## src/rtl/alarm_unit.sv

```systemverilog
// rtl/alarm_unit.sv - BCD alarm time, ring/snooze sequencing and button debouncing.
// Optional snooze support is built when ALARM_SNOOZE_EN is defined.

module alarm_unit_debounce #(
   parameter int DEBOUNCE_CYC = 200
) (
   input  logic i_clk,
   input  logic i_rst_n,
   input  logic i_raw,
   output logic o_press
);
   localparam int CW = (DEBOUNCE_CYC > 1) ? $clog2(DEBOUNCE_CYC + 1) : 1;

   logic          r_sync1;
   logic          r_sync2;
   logic          r_level;
   logic          r_press;
   logic [CW-1:0] r_cnt;
   logic          w_done;

   assign w_done  = (r_cnt == CW'(DEBOUNCE_CYC - 1));
   assign o_press = r_press;

   // r_cnt counts consecutive synchronized samples that disagree with the filtered level
   always_ff @(posedge i_clk or negedge i_rst_n) begin
      if (!i_rst_n) begin
         r_sync1 <= 1'b0;
         r_sync2 <= 1'b0;
         r_level <= 1'b0;
         r_press <= 1'b0;
         r_cnt   <= '0;
      end else begin
         r_sync1 <= i_raw;
         r_sync2 <= r_sync1;
         r_press <= 1'b0;
         if (r_sync2 != r_level) begin
            if (w_done) begin
               r_level <= r_sync2;
               r_cnt   <= '0;
               r_press <= r_sync2;
            end else begin
               r_cnt <= r_cnt + 1'b1;
            end
         end else begin
            r_cnt <= '0;
         end
      end
   end
endmodule

module alarm_unit #(
   parameter int DEBOUNCE_CYC = 200,
   parameter int RING_SEC     = 60,
   parameter int SNOOZE_MIN   = 5
) (
   input  logic       CP,
   input  logic       CR_n,
   input  logic       TICK_1HZ,
   input  logic [7:0] Q_H,
   input  logic [7:0] Q_M,
   input  logic [7:0] Q_S,
   input  logic       AL_EN,
   input  logic       AL_SET,
   input  logic       AH_UP,
   input  logic       AM_UP,
   input  logic       SNOOZE,
   input  logic       STOP,
   output logic [7:0] A_H,
   output logic [7:0] A_M,
   output logic       RING,
   output logic       SNOOZING
);
   localparam int SNOOZE_SEC = SNOOZE_MIN * 60;
   localparam int CNT_MAX    = (RING_SEC > SNOOZE_SEC) ? RING_SEC : SNOOZE_SEC;
   localparam int CW         = ($clog2(CNT_MAX + 1) > 10) ? $clog2(CNT_MAX + 1) : 10;

   typedef enum logic [1:0] {S_IDLE, S_RINGING, S_SNOOZE} state_t;

   state_t        r_state;
   state_t        w_state_nxt;
   logic [CW-1:0] r_tick_cnt;
   logic [CW-1:0] w_tick_cnt_nxt;
   logic [CW-1:0] w_cnt_inc;
   logic [7:0]    r_a_h;
   logic [7:0]    r_a_m;
   logic          w_ah_press;
   logic          w_am_press;
   logic          w_stop_press;
   logic          w_snooze_press;
   logic          w_match;

   function automatic logic [7:0] bcd_inc(input logic [7:0] v, input logic [7:0] top);
      if (v == top)
         return 8'h00;
      else if (v[3:0] == 4'd9)
         return {v[7:4] + 4'd1, 4'd0};
      else
         return {v[7:4], v[3:0] + 4'd1};
   endfunction

   alarm_unit_debounce #(.DEBOUNCE_CYC(DEBOUNCE_CYC)) u_db_ah (
      .i_clk(CP), .i_rst_n(CR_n), .i_raw(AH_UP), .o_press(w_ah_press));
   alarm_unit_debounce #(.DEBOUNCE_CYC(DEBOUNCE_CYC)) u_db_am (
      .i_clk(CP), .i_rst_n(CR_n), .i_raw(AM_UP), .o_press(w_am_press));
   alarm_unit_debounce #(.DEBOUNCE_CYC(DEBOUNCE_CYC)) u_db_stop (
      .i_clk(CP), .i_rst_n(CR_n), .i_raw(STOP), .o_press(w_stop_press));

`ifdef ALARM_SNOOZE_EN
   alarm_unit_debounce #(.DEBOUNCE_CYC(DEBOUNCE_CYC)) u_db_snooze (
      .i_clk(CP), .i_rst_n(CR_n), .i_raw(SNOOZE), .o_press(w_snooze_press));
   assign SNOOZING = (r_state == S_SNOOZE);
`else
   logic w_unused_snooze;
   assign w_unused_snooze = SNOOZE;
   assign w_snooze_press  = 1'b0;
   assign SNOOZING        = 1'b0;
`endif

   assign RING = (r_state == S_RINGING);
   assign A_H  = r_a_h;
   assign A_M  = r_a_m;

   always_ff @(posedge CP or negedge CR_n) begin
      if (!CR_n) begin
         r_a_h <= 8'h07;
         r_a_m <= 8'h00;
      end else if (AL_SET) begin
         if (w_ah_press)
            r_a_h <= bcd_inc(r_a_h, 8'h23);
         if (w_am_press)
            r_a_m <= bcd_inc(r_a_m, 8'h59);
      end
   end

   assign w_match   = TICK_1HZ && (Q_H == r_a_h) && (Q_M == r_a_m) && (Q_S == 8'h00);
   assign w_cnt_inc = r_tick_cnt + 1'b1;

   always_ff @(posedge CP or negedge CR_n) begin
      if (!CR_n) begin
         r_state    <= S_IDLE;
         r_tick_cnt <= '0;
      end else begin
         r_state    <= w_state_nxt;
         r_tick_cnt <= w_tick_cnt_nxt;
      end
   end

   // Disarm/set-mode wins over everything, then STOP, then SNOOZE, then tick expiry
   always_comb begin
      w_state_nxt    = r_state;
      w_tick_cnt_nxt = r_tick_cnt;
      if (!AL_EN || AL_SET) begin
         w_state_nxt = S_IDLE;
      end else begin
         case (r_state)
            S_IDLE: begin
               if (w_match) begin
                  w_state_nxt    = S_RINGING;
                  w_tick_cnt_nxt = '0;
               end
            end
            S_RINGING: begin
               if (w_stop_press) begin
                  w_state_nxt = S_IDLE;
               end else if (w_snooze_press) begin
                  w_state_nxt    = S_SNOOZE;
                  w_tick_cnt_nxt = '0;
               end else if (TICK_1HZ) begin
                  w_tick_cnt_nxt = w_cnt_inc;
                  if (w_cnt_inc == CW'(RING_SEC))
                     w_state_nxt = S_IDLE;
               end
            end
            S_SNOOZE: begin
               if (w_stop_press) begin
                  w_state_nxt = S_IDLE;
               end else if (TICK_1HZ) begin
                  w_tick_cnt_nxt = w_cnt_inc;
                  if (w_cnt_inc == CW'(SNOOZE_SEC)) begin
                     w_state_nxt    = S_RINGING;
                     w_tick_cnt_nxt = '0;
                  end
               end
            end
            default: w_state_nxt = S_IDLE;
         endcase
      end
   end
endmodule

```

## config.mk

```make
export PLATFORM = sky130hd
export DESIGN_NAME = alarm_unit
export DESIGN_NICKNAME = d
export VERILOG_FILES = /design/src/rtl/alarm_unit.sv
export SDC_FILE = /design/constraint.sdc
export NUM_CORES = 1
export LEC_CHECK = 0
export ABC_AREA = 0
export BUFFER_PORTS_ARGS = -buffer_cell sky130_fd_sc_hd__buf_4
export CAP_MARGIN = 5
export CORE_UTILIZATION = 61
export CTS_CLUSTER_DIAMETER = 40
export DETAILED_ROUTE_END_ITERATION = 10
export MAX_ROUTING_LAYER = met4
export PLACE_DENSITY = 0.95
export SLEW_MARGIN = 0
export SYNTH_ARGS = -nofsm -noshare
export SYNTH_HDL_FRONTEND = slang
export SYNTH_SLANG_ARGS = --single-unit
```

## constraint.sdc

```tcl
create_clock -name CP -period 5.1 [get_ports CP]
set_input_delay 0.255 -clock CP [delete_from_list [all_inputs] [get_ports CP]]
set_output_delay 0.255 -clock CP [all_outputs]
set_load 0.005 [all_outputs]
```

==> Word level (Yosys, flattened, before mapping) <==
Cells that the tools add are included.
{ "op_classes": {"n_addsub": 8, "multipliers": 0, "div": 0, "magnitude_cmp": 0, "n_eq_ne": 26, "shift": 0, "mux": 32, "bitwise_logic": 1, "n_reduce_logical": 19} }
{ "op_table": {"columns": ["cell", "count"], "rows": [
  ["two-way mux 8 bit", 10],
  ["two-way mux 10 bit", 6],
  ["case mux 10 bit (3 select lines)", 1],
  ["adder 8 x 1 -> 8 bit (second input constant)", 3],
  ["equality test 8 bit (second input constant)", 3],
  ["adder 4 x 1 -> 4 bit (second input constant)", 4],
  ["equality test 8 bit", 2],
  ["two-way mux 2 bit", 8],
  ["adder 10 x 1 -> 10 bit (second input constant)", 1],
  ["equality test 10 x 6 -> 1 bit (second input constant)", 1],
  ["equality test 10 x 9 -> 1 bit (second input constant)", 1],
  ["!= test 2 bit (second input constant)", 5],
  ["AND reduction 2 bit", 5],
  ["equality test 4 bit (second input constant)", 2],
  ["equality test 8 x 6 -> 1 bit (second input constant)", 1],
  ["equality test 8 x 7 -> 1 bit (second input constant)", 1],
  ["logical NOT 8 bit", 1],
  ["!= test 4 x 3 -> 1 bit (second input constant)", 2],
  ["AND reduction 7 bit", 1],
  ["two-way mux 1 bit", 6],
  ["case mux 2 bit (3 select lines)", 1],
  ["AND reduction 3 bit", 2],
  ["AND reduction 5 bit", 1],
  ["!= test 4 x 1 -> 1 bit (second input constant)", 1],
  ["12 further kinds", 17]
]} }
{ "totals": {"regBits": 64, "latchBits": 0, "ram_bits": 0, "romBits": 0, "inputBits": 33, "elab_cells": 107, "mem_count": 0} }

==> Depth between registers and ports, before layout <==
{ "depth": {"word_depth": 7, "depth_mapped": 7, "ltp_nobuf": 7} }

==> Cells and area by module <==
A second synthesis with hierarchy kept.
{ "unflattened": {"hier_cells": 336, "hier_area_um2": 3337.0} }
{ "by_module_without_submodules": {"columns": ["mod", "n_inst", "cells_per_inst", "area_per_inst_um2", "seq_area_each_um2"], "rows": [
  ["alarm_unit", 1, 201, 1816.7, 679.4],
  ["alarm_unit_debounce", 3, 45, 506.7, 300.3]
]} }

==> Worst setup path after synthesis <==
No wires, ideal clock.
{ "synth_path": {"path_type": "reg2reg", "startpoint": "register r_a_h[1], in the netlist A_H[1]", "endpoint": "register r_tick_cnt[3]", "setup_time_ns": 0.124, "arrival_ns": 1.673, "setup_slack_ns": 3.303, "stages_incl_launch_ff": 6, "synth_period_minus_slack_ns": 1.797, "cell_sequence": "dfstp_2 xor2_1 nor4_1 nand3_1 o31a_1 a211o_1"} }
{ "synth_via": {"elab_chain_len": 6} }
{ "synth_lines": {"columns": ["item", "line_no", "source"], "rows": [
  ["start: declaration", "84", "logic [7:0] r_a_h;"],
  ["start signal: assignment", "129", "r_a_h <= bcd_inc(r_a_h, 8'h23);"],
  ["equality test 8 bit", "135", "assign w_match = TICK_1HZ && (Q_H == r_a_h) && (Q_M == r_a_m) && (Q_S == 8'h00);"],
  ["logical AND 1 bit (3 in series)", "135", null],
  ["!= test 2 bit (no source line)", null, null],
  ["AND reduction 7 bit (no source line)", null, null],
  ["end signal: assignment", "144", "r_tick_cnt <= w_tick_cnt_nxt;"],
  ["end: declaration", "81", "logic [CW-1:0] r_tick_cnt;"]
]} }
No other way between the ends.
A chain may end at the register's enable or synchronous reset.

==> Worst setup path after layout <==
{ "layout_path": {"startpoint": "register r_a_h[0], in the netlist A_H[0]", "endpoint": "register r_a_h[6], in the netlist A_H[6]"} }
{ "layout_via": {"elab_chain_len": 3, "word_cells_on_any_way": 5, "classes_between": "eq/ne (2); mux (1); reduce/logical (2)"} }
{ "layout_lines": {"columns": ["item", "line_no"], "rows": [
  ["equality test 8 x 6 -> 1 bit or equality test 4 bit (tied branches)", "93, 95"],
  ["nonzero test 2 bit (no source line)", null],
  ["AND reduction 3 bit (no source line)", null]
]} }
Several ways; a longest one is shown, not always the timed one.

==> metrics.md <==
| Metric | Value |
|---|---|
| Largest cells by area after synthesis | `dfrtp_1 46%, xor2_1 6.1%, ha_1 4.6%, nor2_1 3.8%, xnor2_1 3.7%` |
| Slew margin rel. | `48.6%` |
| Port bufs | `48` |
| Placer Congestion | `0.920` |
| Ys flop type | `dfrtp_1` |
| Hold Crit Class | `in -> async` |
| P&R area growth vs syn | `18.9%` |
| Die area | `5690 um^2` |
| Syn Inst Count | `335` |
| Vias in the first global route | `2538` |
| Slowest stage delay, CP | `610 ps` |
| Initial antenna violation count | `0` |
| Chip width | `75.4 um` |
| GRT Util Overall | `26.2%` |
| Count leader, synth | `dfrtp_1` |
| Clk sinks | `63` |
| 1st-iter DRT viols | `142` |
| Fin. Hold Viols | `2` |
| Crit Path Max Fanout | `7` |
| Post-CTS Resized | `0` |
| Largest net degree at the start of global routing | `64` |
| CTS Buffer Depth | `2` |
| YS warnings | `0` |
| Synth cell types | `47` |
| Nets | `431` |
| Routed len/inst | `14.5 um` |
| Std cell rows | `26` |
| Unrepaired setup endpoints after global routing | `no` |
| Initial Util | `63.9%` |
| CTS tree | `built` |
| Antenna-violating nets left | `0` |
| CP max-delay cell | `dfstp_2` |
| Area leader, netlist | `dfrtp_1` |
| GR Overflow Total | `0` |
| Synth top area share | `45.7%` |
| Static leakage | `1.92 nW` |
| Clock skew | `5.36 ps` |
| Setup crit end kind | `register` |
| Worst setup SP type | `register` |
| Sequential fraction of the synthesis area | `48.1%` |
| Syn Nets | `380` |
| Fin crit share | `40.3%` |
| Sum Neg Setup Slack | `0 ps` |
| Worst Setup SP | `A_H[0]` |
| Postcts setup bufs | `0` |
| Yosys reg bits | `63` |
| Reg2reg path depth | `6` |
| DR vias/cell | `5.72` |
| Synth top cells by count | `60 x dfrtp_1, 33 x nor2_1, 25 x nand2_1` |
| CP Data Required Time | `5300 ps` |
| Max-slew violation total from the final report | `0` |
| Hold Buf Count CTS | `0` |
| R2r setup slk | `3040 ps` |
| Kind of critical path | `reg -> reg` |
| Core area | `5140 um^2` |
| Share of cells above drive strength 1 | `19.7%` |
| Htree depth | `3` |
| Worst r2r dst | `A_H[6]` |
| TritonRoute pass-1 iters | `5` |
| Avg Synthesized Cell Area | `9.81 um^2` |
| P per Cell Area | `258 nW/um^2` |
| Synthesized area | `3290 um^2` |
| Slew @ Worst Pin | `772 ps` |
| I/O pin total | `51` |
| Worst-path cell chain | `ha_1, or4b_1, nor3b_1, nor2_1, inv_1, o31ai_1` |
| Max-cap violations | `0` |
| EDFF count, synth | `0` |
| Die Span Y | `75.4 um` |
| Synth async-reset ratio | `100%` |
| N_diodes | `0` |
| First-pass GRT wire length | `10.7 mm` |
| Clock transition at the registers of the reported paths | `70 ps` |
| Failing checks | `hold timing` |
| Fmax | `0.486 GHz` |
| Root Driver | `clkbuf_8` |
| Crit path to | `A_H[6]` |
| CTS Buf Count | `9` |
| Tmin final | `2060 ps` |
| Peak VDD IR | `0.203 mV` |
| Vias | `2639` |
| Clock latency on the worst-skew pair | `330 ps` |
| DP HPWL | `4.79 mm` |
| DRC viols | `0` |
| CP Data Arrival Time | `2250 ps` |
| Final wirelength | `6.66 mm` |
| R2R Path Start | `A_H[0]` |
| Hold WS | `-4.65 ps` |
| Outcome | `complete, but fails checks` |
| Setup violators final | `0` |
==> final cells by class <==
cell class / count / area [um^2]
fill: 349 / 1230
sequential: 63 / 1580
timing repair buffer: 48 / 360
clock inverter: 5 / 56.3
tap: 70 / 87.6
clock buffer: 11 / 151
inverter: 15 / 56.3
multi-input combinational: 249 / 1620
==> how the worst min path moves through the flow <==
stage,cells past startpoint,end,startpoint
4_1_cts,1,u_db_am.r_sync1,AM_UP
3_5_place_dp,0,u_db_stop.r_sync2,u_db_stop.r_sync1
6_report,1,A_M[5],CR_n
5_1_grt,1,u_db_am.r_sync1,AM_UP
2_1_floorplan,0,A_H[3],CR_n
3_3_place_gp,0,u_db_ah.r_sync2,u_db_ah.r_sync1
==> cells in the final DEF (no fill, tap or decap), types with 2 or more instances in the layout <==
cell type	synthesis	routed
xor2_1	23	23
or3_1	3	3
dfrtp_1	60	60
o21ai_0	21	21
a31oi_1	2	2
nor4_1	5	5
a22oi_1	3	3
and3b_1	3	3
mux2_2	3	3
nor4b_1	4	4
clkbuf_8	0	11
ha_1	12	12
or4_1	3	3
a211o_1	6	6
nand3_1	22	22
dfstp_2	3	3
a21oi_1	6	6
nand2_1	25	25
or2_2	5	5
inv_1	15	15
xnor2_1	14	14
clkinv_2	0	2
buf_4	1	48
o31ai_1	3	3
nor2_1	33	33
a21o_1	2	2
nor3_1	10	10
nand4_1	8	8
and3_1	15	15
==> logic make-up after synthesis <==
logic type                 share of synthesized area, %
AOI/OAI and AO/OA                                  9.75
xor gates and xnor gates                           9.86
adders and majority gates                          4.57
buffers and inverters                              2.78
DFF                                                48.1
muxes                                              1.33
other                                             0.114
and+or+nand+nor                                    23.5
==> sequential cells by signal, summed over array words and instances (netlist names), 8 cells and up <==
register and cells:
u_db_am.r_cnt 8, A_H 8, u_db_stop.r_cnt 8, A_M 8
u_db_ah.r_cnt 8, r_tick_cnt 10
==> power breakdown <==
part	internal [mW]	switching, mW	total [mW]
Clock	0.251	0.186	0.437
Sequential	0.508	0.00628	0.514
Combinational	0.0279	0.0297	0.0575
==> per-stage QoR <==
step | cell area, um^2 | cells | utilization (%) | power (mW) | worst slack (ps)
final | 3910 | 461 | 76.0 | 1.01 | 3040
after global routing | 3910 | 461 | 76.0 | 1.05 | 2960
after CTS | 3910 | 461 | 76.0 | 1.02 | 3050
after detailed placement | 3700 | 445 | 72.0 | 0.581 | 3090
after global placement | 3700 | 445 | 72.0 | 0.578 | 3100
after floorplan | 3290 | 335 | - | 0.546 | 3300
==> routing by layer <==
metal  wire [um]  track usage (%)
met1        2860             30.5
met2        3450             44.8
met3         316             7.54
met4          33             6.58
met5           0                -
==> critical path: cells and delay by family, from the launching register on <==
family / cells / cell delay [ps]
AOI/OAI and AO/OA: 1 / 90
buffers and inverters: 1 / 120
DFF: 1 / 610
adders and majority gates: 1 / 200
and+or+nand+nor: 3 / 910
Power figures use the tool's default switching activity.
